==> config.mk <==
export PLATFORM = sky130hd
export DESIGN_NAME = text_dma_sched
export DESIGN_NICKNAME = d
export VERILOG_FILES = /design/src/rtl/text_dma_sched.sv
export SDC_FILE = /design/constraint.sdc
export NUM_CORES = 1
export LEC_CHECK = 0
export CAP_MARGIN = 15
export CORE_ASPECT_RATIO = 1.1
export CORE_UTILIZATION = 40
export DETAILED_ROUTE_END_ITERATION = 10
export PLACE_DENSITY = 0.77
export REMOVE_ABC_BUFFERS = 1
export SKIP_CTS_REPAIR_TIMING = 1
export SYNTH_ARGS = -nofsm -noshare
export SYNTH_HDL_FRONTEND = slang
export SYNTH_SLANG_ARGS = --single-unit
==> constraint.sdc <==
create_clock -name clk -period 2.2 [get_ports clk]
set_clock_uncertainty 0.1 [all_clocks]
set_input_delay 0.55 -clock clk [delete_from_list [all_inputs] [get_ports clk]]
set_output_delay 0.55 -clock clk [all_outputs]
set_load 0.01 [all_outputs]
==> src/rtl/text_dma_sched.sv <==
// ---------------------------------------------------------------------------
// text_dma_sched
//
// Sequences the per-line glyph fetches for one row of text sprites. When a
// line is requested it walks the sprites in order. For each sprite it reads
// one code point from the greeting-message ROM. On the following cycle it
// presents that sprite's glyph-line address to the shared font ROM and
// raises the sprite's one-hot DMA strobe, so the sprite captures the font
// data.
//
// Ports
//   clk               pixel clock
//   rst               synchronous, active-high reset
//   start_i           one-cycle request to fetch for a line
//   msg_idx_i         greeting message selected (sampled with start_i)
//   row_i             0 = first half of message, 1 = second half
//   spr_pos_i         packed glyph-line index per sprite, sprite i at
//                     [i*LINEW +: LINEW] (sampled with start_i)
//   greet_rom_addr_o  greeting ROM address (ROM has 1-cycle read latency)
//   greet_rom_data_i  code point returned by the greeting ROM
//   font_rom_addr_o   font ROM address
//   spr_dma_o         one-hot: sprite i owns this cycle's font_rom_addr_o
//   busy_o            sequence in progress
//   done_o            one-cycle pulse on the first idle cycle after a sequence
//   overrun_o         sticky: start_i arrived while busy
//   clr_overrun_i     clears overrun_o (a coincident new overrun wins)
// ---------------------------------------------------------------------------
module text_dma_sched #(
    parameter int SPR_CNT      = 8,
    parameter int GREET_MSGS   = 32,
    parameter int GREET_LENGTH = 16,
    parameter int CP_W         = 7,
    parameter int CP_START     = 'h20,
    parameter int FONT_GLYPHS  = 64,
    parameter int FONT_HEIGHT  = 8,
    parameter int GADDRW       = $clog2(GREET_MSGS * GREET_LENGTH),
    parameter int FADDRW       = $clog2(FONT_GLYPHS * FONT_HEIGHT),
    parameter int LINEW        = $clog2(FONT_HEIGHT),
    parameter int MSGW         = $clog2(GREET_MSGS)
) (
    input  logic                       clk,
    input  logic                       rst,
    input  logic                       start_i,
    input  logic [MSGW-1:0]            msg_idx_i,
    input  logic                       row_i,
    input  logic [SPR_CNT*LINEW-1:0]   spr_pos_i,
    output logic [GADDRW-1:0]          greet_rom_addr_o,
    input  logic [CP_W-1:0]            greet_rom_data_i,
    output logic [FADDRW-1:0]          font_rom_addr_o,
    output logic [SPR_CNT-1:0]         spr_dma_o,
    output logic                       busy_o,
    output logic                       done_o,
    output logic                       overrun_o,
    input  logic                       clr_overrun_i
);

    localparam int KW = $clog2(SPR_CNT + 1);
    localparam int SW = (SPR_CNT > 1) ? $clog2(SPR_CNT) : 1;
    localparam int GW = (FONT_GLYPHS > 1) ? $clog2(FONT_GLYPHS) : 1;

    typedef enum logic {
        IDLE,
        FETCH
    } state_t;

    state_t                     state_q, state_d;
    logic [KW-1:0]              k_q, k_d;
    logic [GADDRW-1:0]          base_q, base_d;
    logic [SPR_CNT*LINEW-1:0]   pos_q, pos_d;
    logic                       done_q, done_d;
    logic                       overrun_q, overrun_d;

    // ------------------------------------------------------------------
    // State registers
    // ------------------------------------------------------------------
    always_ff @(posedge clk) begin
        if (rst) begin
            state_q   <= IDLE;
            k_q       <= '0;
            base_q    <= '0;
            pos_q     <= '0;
            done_q    <= 1'b0;
            overrun_q <= 1'b0;
        end else begin
            state_q   <= state_d;
            k_q       <= k_d;
            base_q    <= base_d;
            pos_q     <= pos_d;
            done_q    <= done_d;
            overrun_q <= overrun_d;
        end
    end

    // ------------------------------------------------------------------
    // Next-state logic
    // ------------------------------------------------------------------
    always_comb begin
        state_d   = state_q;
        k_d       = k_q;
        base_d    = base_q;
        pos_d     = pos_q;
        done_d    = 1'b0;
        overrun_d = overrun_q;

        case (state_q)
            IDLE: begin
                if (start_i) begin
                    // Row 1 reads the second half of the message.
                    base_d  = GADDRW'(msg_idx_i) * GADDRW'(GREET_LENGTH)
                            + (row_i ? GADDRW'(GREET_LENGTH / 2) : '0);
                    pos_d   = spr_pos_i;
                    k_d     = '0;
                    state_d = FETCH;
                end
            end
            FETCH: begin
                if (k_q == KW'(SPR_CNT)) begin
                    // Last sprite is being served; done lands on the
                    // first idle cycle.
                    state_d = IDLE;
                    k_d     = '0;
                    done_d  = 1'b1;
                end else begin
                    k_d = k_q + KW'(1);
                end
            end
            default: state_d = IDLE;
        endcase

        // Set takes priority over clear.
        if (clr_overrun_i) begin
            overrun_d = 1'b0;
        end
        if (start_i && (state_q == FETCH)) begin
            overrun_d = 1'b1;
        end
    end

    // ------------------------------------------------------------------
    // Output decode
    // ------------------------------------------------------------------
    // The ROM answers one cycle after it is addressed. At count k the data
    // on greet_rom_data_i therefore belongs to sprite k-1.
    logic               serve_spr;
    logic [SW-1:0]      spr_j;
    logic [LINEW-1:0]   pos_arr [SPR_CNT];
    logic [GW-1:0]      glyph;

    assign serve_spr = (state_q == FETCH) && (k_q != '0);
    assign spr_j     = SW'(k_q - KW'(1));

    generate
        for (genvar gi = 0; gi < SPR_CNT; gi++) begin : g_spr
            assign pos_arr[gi]   = pos_q[gi*LINEW +: LINEW];
            assign spr_dma_o[gi] = serve_spr && (spr_j == SW'(gi));
        end
    endgenerate

    always_comb begin
        greet_rom_addr_o = '0;
        if ((state_q == FETCH) && (k_q < KW'(SPR_CNT))) begin
            greet_rom_addr_o = base_q + GADDRW'(k_q);
        end

        // Code points outside the font fall back to glyph 0 (blank).
        glyph = '0;
        if ((int'(greet_rom_data_i) >= CP_START) &&
            (int'(greet_rom_data_i) <  CP_START + FONT_GLYPHS)) begin
            glyph = GW'(int'(greet_rom_data_i) - CP_START);
        end

        font_rom_addr_o = '0;
        if (serve_spr) begin
            font_rom_addr_o = FADDRW'(int'(glyph) * FONT_HEIGHT + int'(pos_arr[spr_j]));
        end
    end

    assign busy_o    = (state_q == FETCH);
    assign done_o    = done_q;
    assign overrun_o = overrun_q;

endmodule

==> results of run 1 <==
==> how the worst max path moves through the flow <==
stage | cells after the start | slack [ns] | endpoint | startpoint
floorplan | 4 | -0.19 | font_rom_addr_o[0] | k_q[0]
global placement | 7 | -0.74 | font_rom_addr_o[6] | greet_rom_data_i[5]
detailed placement | 7 | -0.78 | font_rom_addr_o[3] | greet_rom_data_i[5]
CTS | 7 | -0.78 | font_rom_addr_o[3] | greet_rom_data_i[5]
global route | 8 | -0.26 | font_rom_addr_o[0] | k_q[1]
finish | 8 | -0.21 | font_rom_addr_o[0] | k_q[1]
==> synth_stat cells (2+ instances only) <==
| library cell | instances |
|---|---|
| nor2b_1 | 3 |
| inv_1 | 3 |
| clkbuf_1 | 6 |
| mux4_1 | 3 |
| a22o_1 | 3 |
| o21ai_0 | 2 |
| buf_2 | 7 |
| nand3_1 | 4 |
| nor3b_1 | 4 |
| and2_1 | 16 |
| a21oi_1 | 36 |
| dfxtp_1 | 37 |
| nand2b_1 | 5 |
| nor2_1 | 8 |
| mux4_2 | 3 |
| ha_1 | 9 |
| xor2_1 | 2 |
| nand2_1 | 64 |
==> area by class of cell <==
| class | instances | area [µm²] |
|---|---|---|
| clock inverters | 1 | 30.03 |
| inverters | 3 | 11.26 |
| repair buffers | 95 | 902.1 |
| multi-input cells | 172 | 1154 |
| fillers | 378 | 1381 |
| clock buffers | 7 | 86.33 |
| flip-flops and latches | 37 | 747.0 |
| well taps | 54 | 67.56 |
==> stage by stage <==
step                      setup WS [ns]  setup TNS (ns)
final                           -0.2088          -1.642
after global routing            -0.2619          -2.820
after CTS                       -0.7848          -13.23
after detailed placement        -0.7800          -7.753
after global placement          -0.7370          -7.452
after floorplan                 -0.1855          -1.105
==> tightest hold or removal path, stage by stage (launching register included) <==
cell and delay, ns:
dfxtp_1 0.31, nand2_1 0.05, a21oi_1 0.05
==> power by group through the flow <==
stage | registers, W | logic [W] | clock network, W
3_3_place_gp | 0.000741 | 0.000273 | 0
5_1_grt | 0.000735 | 0.000330 | 0.000641
3_5_place_dp | 0.000744 | 0.000278 | 0
6_report | 0.000731 | 0.000302 | 0.000602
4_1_cts | 0.000728 | 0.000279 | 0.000615
2_1_floorplan | 0.000747 | 0.000114 | 0
==> state kept, by name, indices dropped and copies added, names as in the netlist <==
| signal | flops |
|---|---|
| pos_q | 24 |
| base_q | 6 |
| k_q | 4 |
| busy_o | 1 |
| done_o | 1 |
| overrun_o | 1 |
==> kinds of logic after synthesis <==
kind of cell             Yosys count
AND/OR/NAND/NOR                  111
AO/OA/AOI/OAI                     43
flip-flops                        37
buffers and inverters             18
adder cells (fa/ha/maj)            9
multiplexers                       6
XOR/XNOR                           3
==> per-layer routing <==
metal  wire length [µm]  part of all wire (%)
met5                  0                     0
met4                 74                   1.6
met3                267                   5.6
met2               2468                    52
met1               1918                    41
==> impl_metrics.env, run 1 <==
export IMPL_status="complete, but fails checks"
export IMPL_violations="negative setup slack"
export IMPL_setup_viol=16
export IMPL_numCtsBuffers=5
export IMPL_r2r_setup_slack_ns=0.74
export IMPL_rr_endpoint="busy_o"
export IMPL_drtIter0Drc=64
export IMPL_grt_overflow_total=0
export IMPL_max_freq_mhz=415.1
export IMPL_hp_class="flop to flop"
export IMPL_grtUsageMet1_pct=20.31
export IMPL_grtUsageTotal_pct=18.35
export IMPL_comb_power_share_pct=18.5
export IMPL_power_density_nw_per_um2=545.6
export IMPL_critical_path_max_stage_delay_ns=0.33
export IMPL_worst_hold_path_num_cells=2
export IMPL_root_buffer="clkbuf_8"
export IMPL_die_area_um2=4938
export IMPL_cts_sinks=37
export IMPL_use_met2_pct=33.33
export IMPL_hp_start="pos_q[15]"
export IMPL_grt_util_met3_pct=4.193
export IMPL_diodes=0
export IMPL_period_share_pct=109.5
export IMPL_fp_dieW_um=67.09
export IMPL_vias=1805
export IMPL_seq_area_frac_synth_pct=39.73
export IMPL_final_nets=364
export IMPL_crit_top_cell="buf_6"
export IMPL_grt_pass1_wl_mm=6.713
export IMPL_internal_power_w=0.001252
export IMPL_ys_ff_latch=37
export IMPL_crit_type="flop to output pin"
export IMPL_holdPathEnd="pos_q[15]"
export IMPL_critPathLaunchType="flop"
export IMPL_cp_end_kind="output pin"
export IMPL_finalWorstSetupSlack_ns=-0.2088
export IMPL_synthToLayoutAreaGrowth_pct=60.81
export IMPL_top_usage_layer="met2"
export IMPL_synthAdderAreaFrac_pct=6.040
export IMPL_crit_chain="inv_2, buf_6, ha_4, nand2b_4, and3_4, buf_6, a22o_1, buf_2"
export IMPL_hold_ws_ns=0.3569
export IMPL_p_clk_share_pct=36.8
export IMPL_gp_congestion=0.8385
export IMPL_synth_top_area_share_pct=39.73
export IMPL_synth_mux_area_share_pct=7.852
export IMPL_synth_simple_area_share_pct=27.92
export IMPL_async_flop_share_pct=0
export IMPL_synth_ff_type="dfxtp_1"
export IMPL_yosysUniqueCellTypes=30
export IMPL_syn_mean_instance_area_um2=8.213
export IMPL_cts_htree_levels=2
export IMPL_yosys_warnings=0
export IMPL_peakVddDrop_mv=0.4403
export IMPL_synth_area_top_cells="dfxtp_1 40%, nand2_1 13%, a21oi_1 9.7%"
export IMPL_worstPathRequired_ns=1.55
export IMPL_coreArea_um2=4379
export IMPL_relSlewSlack_pct=75.46
export IMPL_drtAntennaViolNets=0
export IMPL_wl_mm=4.729
export IMPL_post_place_cells=355
export IMPL_syn_area_um2=1864
export IMPL_ios=70
export IMPL_r2r_start="k_q[1]"
export IMPL_initial_core_util_pct=42.57
export IMPL_layout_cells_most_common="nand2_1"
export IMPL_worst_path_buf_inv=4
export IMPL_fin_crit_ns=2.409
export IMPL_synth_top_family_by_area="simple AND/OR/NAND/NOR gates"
export IMPL_final_area_um2=2998
export IMPL_cts_tree="yes"
export IMPL_fp_dieH_um=73.60
export IMPL_placed_cell_area_um2=2715
export IMPL_portBuffers=69
export IMPL_netlist_instances=227
export IMPL_clk_pin_slew_ns=0.07
export IMPL_slew_violations=0
export IMPL_critPathTopFamily="buffers and inverters"
export IMPL_dpl_hpwl_mm=3.319
export IMPL_rsz0062_at_grt="true"
export IMPL_stdcell_count=369
export IMPL_finish_utilization_pct=68.46
export IMPL_clockBufferDepth=2
export IMPL_crit_fanout=4
export IMPL_yosysTopAreaCell="dfxtp_1"
export IMPL_drv_cap=0
export IMPL_synth_xor_area_share_pct=1.409
export IMPL_drcViolationCount=0
export IMPL_final_cell_mix="64 x nand2_1, 41 x clkdlybuf4s50_1, 36 x a21oi_1"
export IMPL_leakage_nw=1.383
export IMPL_clkLatencyLatePin_ns=0.29
export IMPL_grt_max_degree=38
export IMPL_vias_per_cell=4.892
export IMPL_power_switching_w=0.0003833
export IMPL_grt_pass1_vias=1579
export IMPL_num_rows=25
export IMPL_drive_gt1_share_pct=26.67
export IMPL_cp_slowest_cell="dfxtp_2"
export IMPL_hold_viol=0
export IMPL_r2r_cells=8
export IMPL_switching_share_pct=23.43
export IMPL_wl_per_cell_um=12.82
export IMPL_synth_compound_area_share_pct=12.55
export IMPL_antenna_found_initial=0
export IMPL_dr_pass1_iters=4
export IMPL_power_total_w=0.001636
export IMPL_share_seq_of_total_power_pct=44.7
export IMPL_critPathArrivalTime_ns=1.76
export IMPL_tightest_slew_ns=0.3681
export IMPL_synth_edf_count=0
(Power assumes the default switching activity.)
==> run 2, diff against run 1 <==
Settings changed: CAP_MARGIN 15 to default, CTS_CLUSTER_SIZE from default to 24, SKIP_CTS_REPAIR_TIMING 1 to default.
==> run 2 against run 1 <==
The flow still finishes with violations (negative setup slack); flip-flop and latch count unchanged; cell count down 0.27%; critical endpoint is now font_rom_addr_o[1]; global-route usage increased by 0.45 points; hold slack worse by 0.00072 ns; cell area down 1.4%; sequential power hardly changed; total power shrank 0.19%; register-to-register slack worse by 0.03 ns.
==> impl_metrics.env, run 2 (synthesis results as in run 1) <==
export IMPL_relSlewSlack_pct=74.98
export IMPL_antenna_found_initial=0
export IMPL_use_met2_pct=34.78
export IMPL_crit_chain="inv_2, buf_6, ha_4, nand2b_4, and3_4, buf_12, a22o_1, buf_2"
export IMPL_critPathLaunchType="flop"
export IMPL_ios=70
export IMPL_tightest_slew_ns=0.3753
export IMPL_status="complete, but fails checks"
export IMPL_worst_path_buf_inv=4
export IMPL_synthToLayoutAreaGrowth_pct=58.59
export IMPL_fin_crit_ns=2.404
export IMPL_leakage_nw=1.246
export IMPL_peakVddDrop_mv=0.4394
export IMPL_numCtsBuffers=5
export IMPL_period_share_pct=109.3
export IMPL_die_area_um2=4938
export IMPL_grt_max_degree=38
export IMPL_finalWorstSetupSlack_ns=-0.2040
export IMPL_drtIter0Drc=49
export IMPL_wl_per_cell_um=12.37
export IMPL_clkLatencyLatePin_ns=0.29
export IMPL_drcViolationCount=0
export IMPL_crit_fanout=5
export IMPL_cp_slowest_cell="dfxtp_2"
export IMPL_pre_cts_ws_ns=-0.7800
export IMPL_initial_core_util_pct=42.57
export IMPL_cts_tree="yes"
export IMPL_r2r_start="k_q[1]"
export IMPL_stdcell_count=368
export IMPL_grt_pass1_wl_mm=6.865
export IMPL_drtAntennaViolNets=0
export IMPL_worstPathRequired_ns=1.55
export IMPL_num_rows=25
export IMPL_drive_gt1_share_pct=27.71
export IMPL_worst_hold_path_num_cells=2
export IMPL_critPathArrivalTime_ns=1.75
export IMPL_hp_start="pos_q[15]"
export IMPL_vias=1807
export IMPL_grtUsageMet1_pct=20.41
export IMPL_power_density_nw_per_um2=552.1
export IMPL_clockBufferDepth=2
export IMPL_cts_sinks=37
export IMPL_grtUsageTotal_pct=18.80
export IMPL_setup_viol=16
export IMPL_multi_input_area_um2=1145
export IMPL_dr_pass1_iters=4
export IMPL_layout_cells_most_common="nand2_1"
export IMPL_vias_per_cell=4.910
export IMPL_max_freq_mhz=416.0
export IMPL_diodes=0
export IMPL_slew_violations=0
export IMPL_finish_utilization_pct=67.51
export IMPL_critical_path_max_stage_delay_ns=0.33
export IMPL_hold_ws_ns=0.3562
export IMPL_post_place_cells=355
export IMPL_top_usage_layer="met2"
export IMPL_seqCellArea_um2=747.0
export IMPL_final_fill_count=394
export IMPL_largest_reg_flops=24
export IMPL_grt_pass1_vias=1606
export IMPL_rr_endpoint="busy_o"
export IMPL_grt_overflow_total=0
export IMPL_violations="negative setup slack"
export IMPL_root_buffer="clkbuf_8"
export IMPL_critPathTopFamily="buffers and inverters"
export IMPL_clk_pin_slew_ns=0.07
export IMPL_cts_htree_levels=2
export IMPL_r2r_cells=8
export IMPL_hold_viol=0
export IMPL_final_nets=363
export IMPL_fp_dieH_um=73.60
export IMPL_reg_top3="pos_q x24, base_q x6, k_q x4"
export IMPL_r2r_setup_slack_ns=0.71
export IMPL_grt_util_met3_pct=4.193
export IMPL_largest_register="pos_q"
export IMPL_gp_congestion=0.8385
export IMPL_setup_tns_ns=-1.659
export IMPL_portBuffers=69
export IMPL_final_cell_mix="64 x nand2_1, 41 x clkdlybuf4s50_1, 36 x a21oi_1"
export IMPL_hp_class="flop to flop"
export IMPL_fp_dieW_um=67.09
export IMPL_crit_type="flop to output pin"
export IMPL_rsz0062_at_grt="true"
export IMPL_cp_end_kind="output pin"
export IMPL_wl_mm=4.553
export IMPL_drv_cap=0
export IMPL_dpl_hpwl_mm=3.319
export IMPL_coreArea_um2=4379
export IMPL_holdPathEnd="pos_q[15]"
==> run 2: changes by cell type in the layout (fill, tap and decap cells not counted), sizes merged <==
cell          delta
clkbuf           -2
dlygate4sd2      +8
buf              +3
dlymetal6s2s    -10
==> run 2: area by class of cell <==
class                      count  share of cell area (%)
timing repair buffer          94                   29.41
multi-input combinational    172                   38.72
inverter                       3                  0.3809
clock inverter                 1                   1.016
tap                           54                   2.285
sequential                    37                   25.26
clock buffer                   7                   2.920
==> run 2: through the flow <==
stage               cell area [µm²]  power [W]
detailed placement             2715   0.001022
finish                         2957   0.001632
CTS                            2877   0.001637
floorplan                      1792  0.0008609
global placement               2715   0.001014
global route                   2957   0.001700
==> run 2: worst register-to-register path, stage by stage, from the launching register on <==
cell	delay, ns
dfxtp_2	0.32
inv_2	0.08
buf_6	0.11
ha_4	0.15
nand3b_1	0.12
buf_4	0.15
buf_4	0.14
a21oi_1	0.15
nor2_1	0.05
==> run 2: per-layer routing <==
metal,up-vias,routed length (µm)
met2,70,2319
met4,0,82
met1,805,1847
met5,-,0
li1,925,-
met3,7,303
==> run 2: worst max path at each step <==
stage	from	end	slack (ns)	cells past startpoint
floorplan	k_q[0]	font_rom_addr_o[0]	-0.19	4
global placement	greet_rom_data_i[5]	font_rom_addr_o[6]	-0.74	7
detailed placement	greet_rom_data_i[5]	font_rom_addr_o[3]	-0.78	7
CTS	k_q[1]	font_rom_addr_o[2]	-0.22	8
global route	k_q[1]	font_rom_addr_o[0]	-0.24	8
finish	k_q[1]	font_rom_addr_o[1]	-0.20	8
==> run 2: power by group <==
group	internal [W]	total [W]	leakage (nW)	switching, W
clock	0.000369	0.000604	0.0585	0.000235
sequential	0.000709	0.000731	0.305	0.0000227
combinational	0.000171	0.000297	0.882	0.000125
==> run 2: what timing repair did <==
action,4_1_cts,5_1_grt
setup buffers,4,2
cloned,0,0
resized for setup,113,22
pin swaps,18,4
endpoints found under the setup margin,26,19
hold buffers,0,0
